===== src/rtl/move_entry_ctrl_pkg.sv =====
// Shared types and constants for the drop-button move entry controller.
package move_entry_ctrl_pkg;

  typedef enum logic [1:0] {
    ST_IDLE         = 2'd0,
    ST_DEBOUNCE     = 2'd1,
    ST_ISSUE        = 2'd2,
    ST_WAIT_RELEASE = 2'd3
  } state_t;

  localparam int NUM_COLS_DEFAULT = 7;
  localparam int NUM_ROWS         = 6;
  localparam int COUNT_W          = 6;

  localparam logic PLAYER_1 = 1'b0;
  localparam logic PLAYER_2 = 1'b1;

endpackage


===== src/rtl/move_entry_ctrl_if.sv =====
// Move request handshake between the entry controller (master) and the board logic (slave).
interface move_entry_ctrl_if;

  logic       move_valid;
  logic       move_ready;
  logic [2:0] move_col;
  logic       move_player;
  logic       move_err;

  modport master (
    output move_valid,
    output move_col,
    output move_player,
    output move_err,
    input  move_ready
  );

  modport slave (
    input  move_valid,
    input  move_col,
    input  move_player,
    input  move_err,
    output move_ready
  );

endinterface


===== src/rtl/move_entry_ctrl_btn_debounce.sv =====
// Two-flop synchronizer plus a run-length counter of identical samples for the drop button.
module btn_debounce #(
  parameter int DEBOUNCE_CYCLES = 500000
) (
  input  logic clk,
  input  logic reset,
  input  logic btn_raw,
  input  logic clear,
  output logic level,
  output logic press,
  output logic stable
);

  localparam int CW = $clog2(DEBOUNCE_CYCLES + 1);
  localparam logic [CW-1:0] LAST = CW'(DEBOUNCE_CYCLES - 1);
  localparam logic [CW-1:0] SAT  = CW'(DEBOUNCE_CYCLES);

  logic          sync1;
  logic          sync2;
  logic          level_q;
  logic [CW-1:0] cnt;

  // The counter restarts on any level change and saturates one past LAST so press fires once.
  always_ff @(posedge clk) begin
    if (!reset) begin
      sync1   <= 1'b0;
      sync2   <= 1'b0;
      level_q <= 1'b0;
      cnt     <= '0;
    end else begin
      // NOTE: non-blocking assignments keep this flop chain shifting one stage per edge.
      sync1   <= btn_raw;
      sync2   <= sync1;
      level_q <= sync2;
      if (clear || (sync2 != level_q)) begin
        cnt <= '0;
      end else if (cnt != SAT) begin
        cnt <= cnt + CW'(1);
      end
    end
  end

  assign level  = sync2;
  assign press  = sync2 && !clear && (cnt == LAST);
  assign stable = (sync2 == level_q) && (cnt >= LAST);

endmodule


===== src/rtl/move_entry_ctrl.sv =====
// Drop-button move entry controller; define MOVE_COUNT_EN to add move_count/board_full.
module move_entry_ctrl
  import move_entry_ctrl_pkg::*;
#(
  parameter int DEBOUNCE_CYCLES = 500000,
  parameter int NUM_COLS        = NUM_COLS_DEFAULT
) (
  input  logic                clk,
  input  logic                reset,
  input  logic                btn_raw,
  input  logic [3:0]          sw_col,
  input  logic [NUM_COLS-1:0] col_full,
  input  logic                game_active,
  move_entry_ctrl_if.master   mv
`ifdef MOVE_COUNT_EN
  ,
  output logic [COUNT_W-1:0]  move_count,
  output logic                board_full
`endif
);

  state_t     state;
  logic       valid_q;
  logic [2:0] col_q;
  logic       player_q;
  logic       err_q;
  logic       level;
  logic       press;
  logic       stable;
  logic       col_ok;
  logic       legal;

  btn_debounce #(
    .DEBOUNCE_CYCLES(DEBOUNCE_CYCLES)
  ) u_debounce (
    .clk    (clk),
    .reset  (reset),
    .btn_raw(btn_raw),
    .clear  (state == ST_IDLE),
    .level  (level),
    .press  (press),
    .stable (stable)
  );

  // Compare against each legal column so out-of-range switch values never index col_full.
  always_comb begin
    // NOTE: default first so no path through the loop leaves col_ok unassigned (no latch).
    col_ok = 1'b0;
    for (int i = 0; i < NUM_COLS; i++) begin
      if (sw_col == 4'(i)) col_ok = !col_full[i];
    end
  end

`ifdef MOVE_COUNT_EN
  localparam logic [COUNT_W-1:0] FULL_COUNT = COUNT_W'(NUM_COLS * NUM_ROWS);
  logic [COUNT_W-1:0] count_q;

  assign board_full = (count_q == FULL_COUNT);
  assign move_count = count_q;
  assign legal      = col_ok && game_active && !board_full;
`else
  assign legal      = col_ok && game_active;
`endif

  always_ff @(posedge clk) begin
    if (!reset) begin
      state    <= ST_IDLE;
      valid_q  <= 1'b0;
      col_q    <= '0;
      player_q <= PLAYER_1;
      err_q    <= 1'b0;
`ifdef MOVE_COUNT_EN
      count_q  <= '0;
`endif
    end else begin
      err_q <= 1'b0;
      case (state)
        ST_IDLE: begin
          if (level) state <= ST_DEBOUNCE;
        end
        ST_DEBOUNCE: begin
          if (!level) begin
            state <= ST_IDLE;
          end else if (press) begin
            if (legal) begin
              state   <= ST_ISSUE;
              valid_q <= 1'b1;
              col_q   <= sw_col[2:0];
            end else begin
              state <= ST_WAIT_RELEASE;
              err_q <= 1'b1;
            end
          end
        end
        ST_ISSUE: begin
          // A handshake in the same cycle as game_active falling still completes.
          if (mv.move_ready) begin
            state    <= ST_WAIT_RELEASE;
            valid_q  <= 1'b0;
            player_q <= ~player_q;
`ifdef MOVE_COUNT_EN
            if (count_q != FULL_COUNT) count_q <= count_q + COUNT_W'(1);
`endif
          end else if (!game_active) begin
            state   <= ST_WAIT_RELEASE;
            valid_q <= 1'b0;
          end
        end
        ST_WAIT_RELEASE: begin
          if (!level && stable) state <= ST_IDLE;
        end
        default: state <= ST_IDLE;
      endcase
    end
  end

  assign mv.move_valid  = valid_q;
  assign mv.move_col    = col_q;
  assign mv.move_player = player_q;
  assign mv.move_err    = err_q;

endmodule


===== src/flat_wrapper.sv =====
// flat-port wrapper written by rule: the top's interface ports become plain ports
module move_entry_ctrl_flat import move_entry_ctrl_pkg::*;
#(
  parameter int DEBOUNCE_CYCLES = 500000,
  parameter int NUM_COLS        = NUM_COLS_DEFAULT
)
  (clk, reset, btn_raw, sw_col, col_full, game_active, mv_move_valid, mv_move_col, mv_move_player, mv_move_err, mv_move_ready);
  move_entry_ctrl_if mv_i ();
  input  logic clk;
  input  logic reset;
  input  logic btn_raw;
  input  logic [3:0] sw_col;
  input  logic [NUM_COLS-1:0] col_full;
  input  logic game_active;
  output wire logic [$bits(mv_i.move_valid)-1:0] mv_move_valid;
  output wire logic [$bits(mv_i.move_col)-1:0] mv_move_col;
  output wire logic [$bits(mv_i.move_player)-1:0] mv_move_player;
  output wire logic [$bits(mv_i.move_err)-1:0] mv_move_err;
  input wire logic [$bits(mv_i.move_ready)-1:0] mv_move_ready;
  assign mv_move_valid = mv_i.move_valid;
  assign mv_move_col = mv_i.move_col;
  assign mv_move_player = mv_i.move_player;
  assign mv_move_err = mv_i.move_err;
  assign mv_i.move_ready = mv_move_ready;
  move_entry_ctrl #(.DEBOUNCE_CYCLES(DEBOUNCE_CYCLES), .NUM_COLS(NUM_COLS)) u_core (.clk(clk), .reset(reset), .btn_raw(btn_raw), .sw_col(sw_col), .col_full(col_full), .game_active(game_active), .mv(mv_i));
endmodule

===== config.mk =====
export PLATFORM = sky130hd
export DESIGN_NAME = move_entry_ctrl_flat
export DESIGN_NICKNAME = d
export VERILOG_FILES = /design/src/rtl/move_entry_ctrl_pkg.sv /design/src/rtl/move_entry_ctrl_if.sv /design/src/rtl/move_entry_ctrl_btn_debounce.sv /design/src/rtl/move_entry_ctrl.sv /design/src/flat_wrapper.sv
export SDC_FILE = /design/constraint.sdc
export NUM_CORES = 1
export LEC_CHECK = 0
export CELL_PAD_IN_SITES_DETAIL_PLACEMENT = 0
export CELL_PAD_IN_SITES_GLOBAL_PLACEMENT = 1
export CORE_MARGIN = 1
export CORE_UTILIZATION = 36
export DETAILED_ROUTE_END_ITERATION = 7
export GPL_TIMING_DRIVEN = 0
export PLACE_DENSITY = 0.86
export SYNTH_ARGS = -nofsm -noshare
export SYNTH_HDL_FRONTEND = slang
export SYNTH_SLANG_ARGS = --single-unit
export TNS_END_PERCENT = 20

===== constraint.sdc =====
create_clock -name clk -period 2 [get_ports clk]
set_input_delay 0.6 -clock clk [delete_from_list [all_inputs] [get_ports clk]]
set_output_delay 0.6 -clock clk [all_outputs]
set_load 0.005 [all_outputs]

== Yosys cells after proc, flatten, opt, wreduce, memory -nomap -nowiden ==
Cells that the tools add are included.
Storage, ports and cells
  flip-flop bits (word level): 30
  bits of input ports: 16
  output and inout bits: 6
  word-level logic and storage cells: 79
Cells by class
  add/sub/neg operators: 1
  order comparisons: 1
  eq/ne operators: 20
  muxes and demuxes: 22
  bitwise operators: 2
  reduce and logical (&&, ||, !) cells: 24
Operator list (number)
  adder 19 x 1 -> 19 bit, second input constant: 1
  == test 19 bit, second input constant: 1
  greater-or-equal comparator 19 bit, second input constant: 1
  != test 19 bit, second input constant: 1
  two-way mux 1 bit: 14
  == test 4 x 3 -> 1 bit, second input constant: 3
  two-way mux 2 bit: 6
  AND reduction 4 bit: 3
  logical NOT 1 bit: 9
  == test 4 x 2 -> 1 bit, second input constant: 2
  != test 2 x 1 -> 1 bit, second input constant: 4
  one-hot mux 2 bit (4 select lines): 1
  logical AND 1 bit: 5
  AND reduction 5 bit: 1
  == test 2 bit, second input constant: 2
  == test 4 x 1 -> 1 bit, second input constant: 1
  logical NOT 4 bit: 1
  != test 3 x 2 -> 1 bit, second input constant: 1
  != test 3 bit, second input constant: 1
  == test 2 x 1 -> 1 bit, second input constant: 1
  logical NOT 2 bit: 1
  != test 2 bit, second input constant: 1
  inverter 1 bit: 2
  one-hot mux 1 bit (2 select lines): 1
  other kinds (6): 6

== Logic depth before layout (Yosys ltp) ==
  depth after elaboration: 13
  mapped depth: 7
  depth with buffers taken out: 7

== Modules after synthesis ==
Synthesis repeated with hierarchy kept, for this count alone.
Unflattened totals
  cell total of the unflattened synthesis: 179
  area total of the unflattened synthesis: 1591.5 µm²
Modules (own cells, without submodules)
  btn_debounce: instances 1, cells each 127, area each 1101.1 µm², sequential area each 440.4 µm²
  move_entry_ctrl: instances 1, cells each 52, area each 490.5 µm², sequential area each 160.2 µm²

== Least setup slack after synthesis ==
Ideal clock, no wire load.
  path type: input port to flip-flop
  start: in sw_col[0]
  end: reg u_core.col_q[0], in the netlist u_core.mv.move_col[0]
  setup time: 0.116 ns
  data arrival time: 1.871 ns
  data required time: 1.884 ns
  path slack: 0.013 ns
  cell stages on the path: 5
  path buffers: 0
  path through: mux4_2 > nor2b_1 > nor4_4 > mux2i_1 > nor2b_1
Between the ends
  cells in the longest elaborated chain, start to end: 10
  elaborated cells between the ends (all ways): 16
  those cells by class: eq/ne: 6; mux: 7; reduce/logical: 3
Ends and longest elaborated chain
  from (decl): RTL line flat_wrapper.sv:12  | input logic [3:0] sw_col;
  logical NOT 4 bit: RTL line move_entry_ctrl.sv:50  | if (sw_col == 4'(i)) col_ok = !col_full[i];
  two-way mux 1 bit (7 in a row): RTL line move_entry_ctrl.sv:50
  logical AND 1 bit: RTL line move_entry_ctrl.sv:62  | assign legal = col_ok && game_active;
  AND reduction 4 bit (no line)
  to (signal assigned): RTL line move_entry_ctrl.sv:88  | col_q <= sw_col[2:0];
  to (decl): RTL line move_entry_ctrl.sv:24  | logic [2:0] col_q;
Parallel ways exist; a longest one is shown, timed or not.
A chain may end at the register's enable or synchronous reset.

==> results.md <==
- The placement-stage worst setup slack is -0.742 ns.
- After synthesis the netlist holds a flip-flop and latch count of 30.
- The fraction of layout cells with a size suffix above 1 is 17.8%.
- The number of buffers on the longest clock path is 2.
- The routed design has 3.14 mm of wire.
- In this run the remaining antenna-violating nets after routing total 0.
- The setup path with the least slack is of type flip-flop to flip-flop.
- The die covers 4480 µm².
- In this run the tightest slew margin relative to its limit is 67.1%.
- The routability-driven placement congestion ratio is 0.781.
- The launch point of the worst hold path is u_core.u_debounce.sync1.
- The most numerous cell type found on the critical path is sky130_fd_sc_hd__or4_4.
- The H-tree depth is 2.
- The number of antenna repair diodes is 0.
- The remaining design rule violation count is 0.
- Summed over all cells, the static leakage comes to 0.698 nW.
- After clock tree synthesis, the clock-pin slew on the worst setup and hold paths is 0.06 ns.
- The die is 66.9 µm wide.
- In the final routed layout, each cell accounts on average for 12.5 µm.
- For this run, the post-layout net count is 219.
- Synthesis produced a netlist with a net count of 185.
- The number of buffers created by CTS is 5.
- After detailed routing, the number of vias per cell comes to 5.07.
- Once the floorplan was initialized, standard cells occupied 37.7% of the core.
- The checks that failed: negative setup slack.
- The kind of path behind the tightest hold check is flip-flop to flip-flop.
- Clock tree synthesis found a total of 30 sinks.
- The number of buffers and inverters on the critical path is 0.
- The slew at the pin closest to its max-slew limit is 0.493 ns.
- After synthesis, the largest area contributor takes up 39.6% of total cell area.
- The root buffer cell is sky130_fd_sc_hd__clkbuf_8.
- The clock period minus worst slack is 2.01 ns.
- The least setup slack across all paths after layout is -0.00586 ns.
- The end-of-flow core utilization is 49.7%.
- Broken down by cell family, the worst path's largest delay share belongs to simple AND/OR/NAND/NOR gates.
- Summed over all instances, the cell type with the most area after synthesis is sky130_fd_sc_hd__dfxtp_1.
- Counting cells, the worst reg-to-reg path comes to 5.
- In this run the standard cell core region covers 4030 µm².
- The vertical die dimension is 66.9 µm.
- The worst hold margin is 0.444 ns.
- STA classifies the critical path endpoint as a flip-flop.
- The design draws 1.27 mW.
- Yosys attributes the largest share of cell area to sky130_fd_sc_hd__dfxtp_1 (40%), sky130_fd_sc_hd__xnor2_1 (5.8%), sky130_fd_sc_hd__nor2_1 (5.2%), sky130_fd_sc_hd__xor2_1 (4.6%), sky130_fd_sc_hd__mux2i_1 (3.3%).
- The sequential-to-total area share from yosys stat is 39.6%.
- Buffers inserted to repair hold after CTS numbered 0.
- The area growth from synthesis to final layout is 31.8%.
- The largest net degree at the start of global routing is 11.
- The achievable clock frequency is 499 MHz.
- The most critical setup path has its startpoint at u_core.u_debounce.cnt[11].
- The ratio of total power to cell area is 633 nW/µm².
- The peak per-stage delay on the critical path is 0.55 ns.
- The placed standard-cell area is 1790 µm².
- Registers take 613 µm².
- The count of warnings emitted by yosys is 0.
- Along the worst path, the maximum fanout reaches 4.
- Setup repair after global routing could not meet its margin everywhere.
- The flow ran to the end, but the final reports show violations.
- Fill cells in the final layout number 409.
- The worst-case IR drop observed on VDD is 0.441 mV.
- The number of instances in the synthesized netlist is 167.
- The clock tree from TritonCTS is done.
- The final number of hold-violating endpoints is 0.
- In this run the critical register-to-register path is launched from u_core.u_debounce.cnt[11].
- A synthesized cell averages 9.09 µm².
- The estimated wirelength of the detail-placed design is 2.17 mm.
- The max-slew violation total from the final report was 0.
- The synthesized netlist occupies a cell area of 1520 µm².
- The register-to-register setup slack is -0.006 ns.
- The detailed router finished its first iteration with 50 violations.
- The signal on the critical path passes through or4_4 > or4_4 > nand2b_4 > a2111oi_1 > a21o_1.
- The footprint of the multi-input gates is 906 µm².
- The total via count in the routed design is 1278.
- The clock insertion delay at the later pin of the skew report is 0.29 ns.
- Setup violations remaining at the end of the flow were counted as 2.
- The worst setup path is launched from a flip-flop.
- The post-route fraction of the period consumed by the critical path is 100%.
- 22 I/O pins were placed.
- The number of unique standard cell types used by synthesis is 42.
- After routing the design area is 2000 µm².
- Data on the critical path arrives at its endpoint at 2.24 ns.
- On the final layout, the worst clock skew is 0.00247 ns.
- Max-cap violations in this run came to 0.
- The total congestion overflow is 0.
- The number of global-route vias before repair is 1180.
- The cell type of the slowest stage on the worst timing path is sky130_fd_sc_hd__or4_4.
- The data required time of the worst path is 2.24 ns.
- The initial antenna violation count came to 0.
- Global routing consumed, over all layers together, 15.6% of the routing resources.
- The placement row count is 23.
- The wire length of the first global-routing pass is 5.09 mm.
- In this run the number of cells on the critical path is 5.
- The total of buffers placed on input and output ports is 21.
- Before antenna repair, the detailed router went through 4 iterations.
==> layout by cell type, fill, tap and decap left out, types with 3 or more instances in the layout <==
master                            synthesis  layout
sky130_fd_sc_hd__and4_1                   4       3
sky130_fd_sc_hd__clkbuf_1                 5       4
sky130_fd_sc_hd__inv_1                    6       6
sky130_fd_sc_hd__dfxtp_1                 30      24
sky130_fd_sc_hd__xor2_1                   8       8
sky130_fd_sc_hd__dfxtp_2                  0       4
sky130_fd_sc_hd__nand2_1                 11      11
sky130_fd_sc_hd__nor2b_1                  5       4
sky130_fd_sc_hd__nand3_1                  9       9
sky130_fd_sc_hd__mux2i_1                  5       5
sky130_fd_sc_hd__a21oi_1                  3       3
sky130_fd_sc_hd__and2_1                   4       4
sky130_fd_sc_hd__nor3_1                   5       5
sky130_fd_sc_hd__buf_4                    0       7
sky130_fd_sc_hd__nand4_1                  3       3
sky130_fd_sc_hd__nor2_1                  21      21
sky130_fd_sc_hd__clkdlybuf4s50_1          0      14
sky130_fd_sc_hd__clkbuf_8                 0       5
sky130_fd_sc_hd__dlymetal6s2s_1           0       6
sky130_fd_sc_hd__xnor2_1                 10      10
==> how the worst min path moves through the flow <==
stage | slack, ns | to | cells past startpoint
6_report | 0.44 | u_core.u_debounce.level | 1
3_3_place_gp | 0.42 | u_core.u_debounce.level | 1
4_1_cts | 0.45 | u_core.u_debounce.level | 1
5_1_grt | 0.47 | u_core.u_debounce.level | 1
3_5_place_dp | 0.42 | u_core.u_debounce.level | 1
2_1_floorplan | 0.41 | u_core.u_debounce.level | 1
==> synth_stat cells, drive strengths merged <==
cell,instances
and3,1
nor2b,5
or3,3
a211oi,1
a21o,1
a21oi,3
nor4,5
ha,2
nand3,9
xnor2,10
and3b,2
clkbuf,5
nand2,11
nand4,3
a2111oi,1
o21ai,2
and4,4
nand4b,1
dfxtp,30
a31oi,1
o221a,1
and2,4
mux2i,5
o2111ai,1
a21boi,1
o31a,1
nor3,6
xor2,8
or4,3
or4b,1
nor2,21
nand3b,1
or3b,1
mux4,1
inv,6
o211ai,2
o21a,1
nand2b,3
==> per-layer routing <==
metal	wire (µm)	track usage [%]	up-vias
met4	32	7.18	0
met3	223	5.82	4
met5	0	0	-
met2	1470	24.9	31
met1	1420	18.3	583
li1	-	-	660
==> state kept, by name, summed over array words and instances (netlist names), named ones only <==
signal and cells:
u_core.mv.move_valid 1, u_core.u_debounce.level 1, u_core.mv.move_col 3, u_core.u_debounce.level_q 1, u_core.mv.move_player 1, u_core.u_debounce.sync1 1, u_core.u_debounce.cnt 19, u_core.mv.move_err 1
u_core.state 1
==> repair_timing <==
action	4_1_cts	5_1_grt
endpoints found under the setup margin	7	19
resized for setup	6	19
pin swaps	5	2
buffers inserted	2	5
==> metrics by stage <==
stage / std cells / setup TNS (ns)
2_1_floorplan: 167 / 0
3_3_place_gp: 238 / -5.28
5_1_grt: 252 / -0.196
4_1_cts: 247 / -0.0831
6_report: 252 / -0.00811
3_5_place_dp: 238 / -5.21
==> cell type report <==
type	instances	area share, %
tap	50	3.13
inverter	6	1.13
sequential	30	30.6
multi-input combinational	126	45.3
buffer	4	0.750
clock inverter	3	2.00
clock buffer	5	3.44
timing repair buffer	28	13.6
==> cell families (layout without fill, tap and decap cells) <==
family,count (synthesis),count (layout),share of synthesized area (%)
AO/OA/AOI/OAI,16,16,7.59
multiplexers,6,6,4.78
adder cells (fa/ha/maj),2,2,1.65
AND/OR/NAND/NOR,84,84,33.3
buffers and inverters,11,46,2.72
XOR/XNOR,18,18,10.4
flip-flops,30,30,39.6
==> power by group <==
group          switching [mW]  internal (mW)  leakage [nW]
combinational          0.0266         0.0422         0.394
clock                   0.228          0.366        0.0579
sequential            0.00423          0.599         0.246
total                   0.259           1.01         0.698
(Power assumes the default switching activity.)
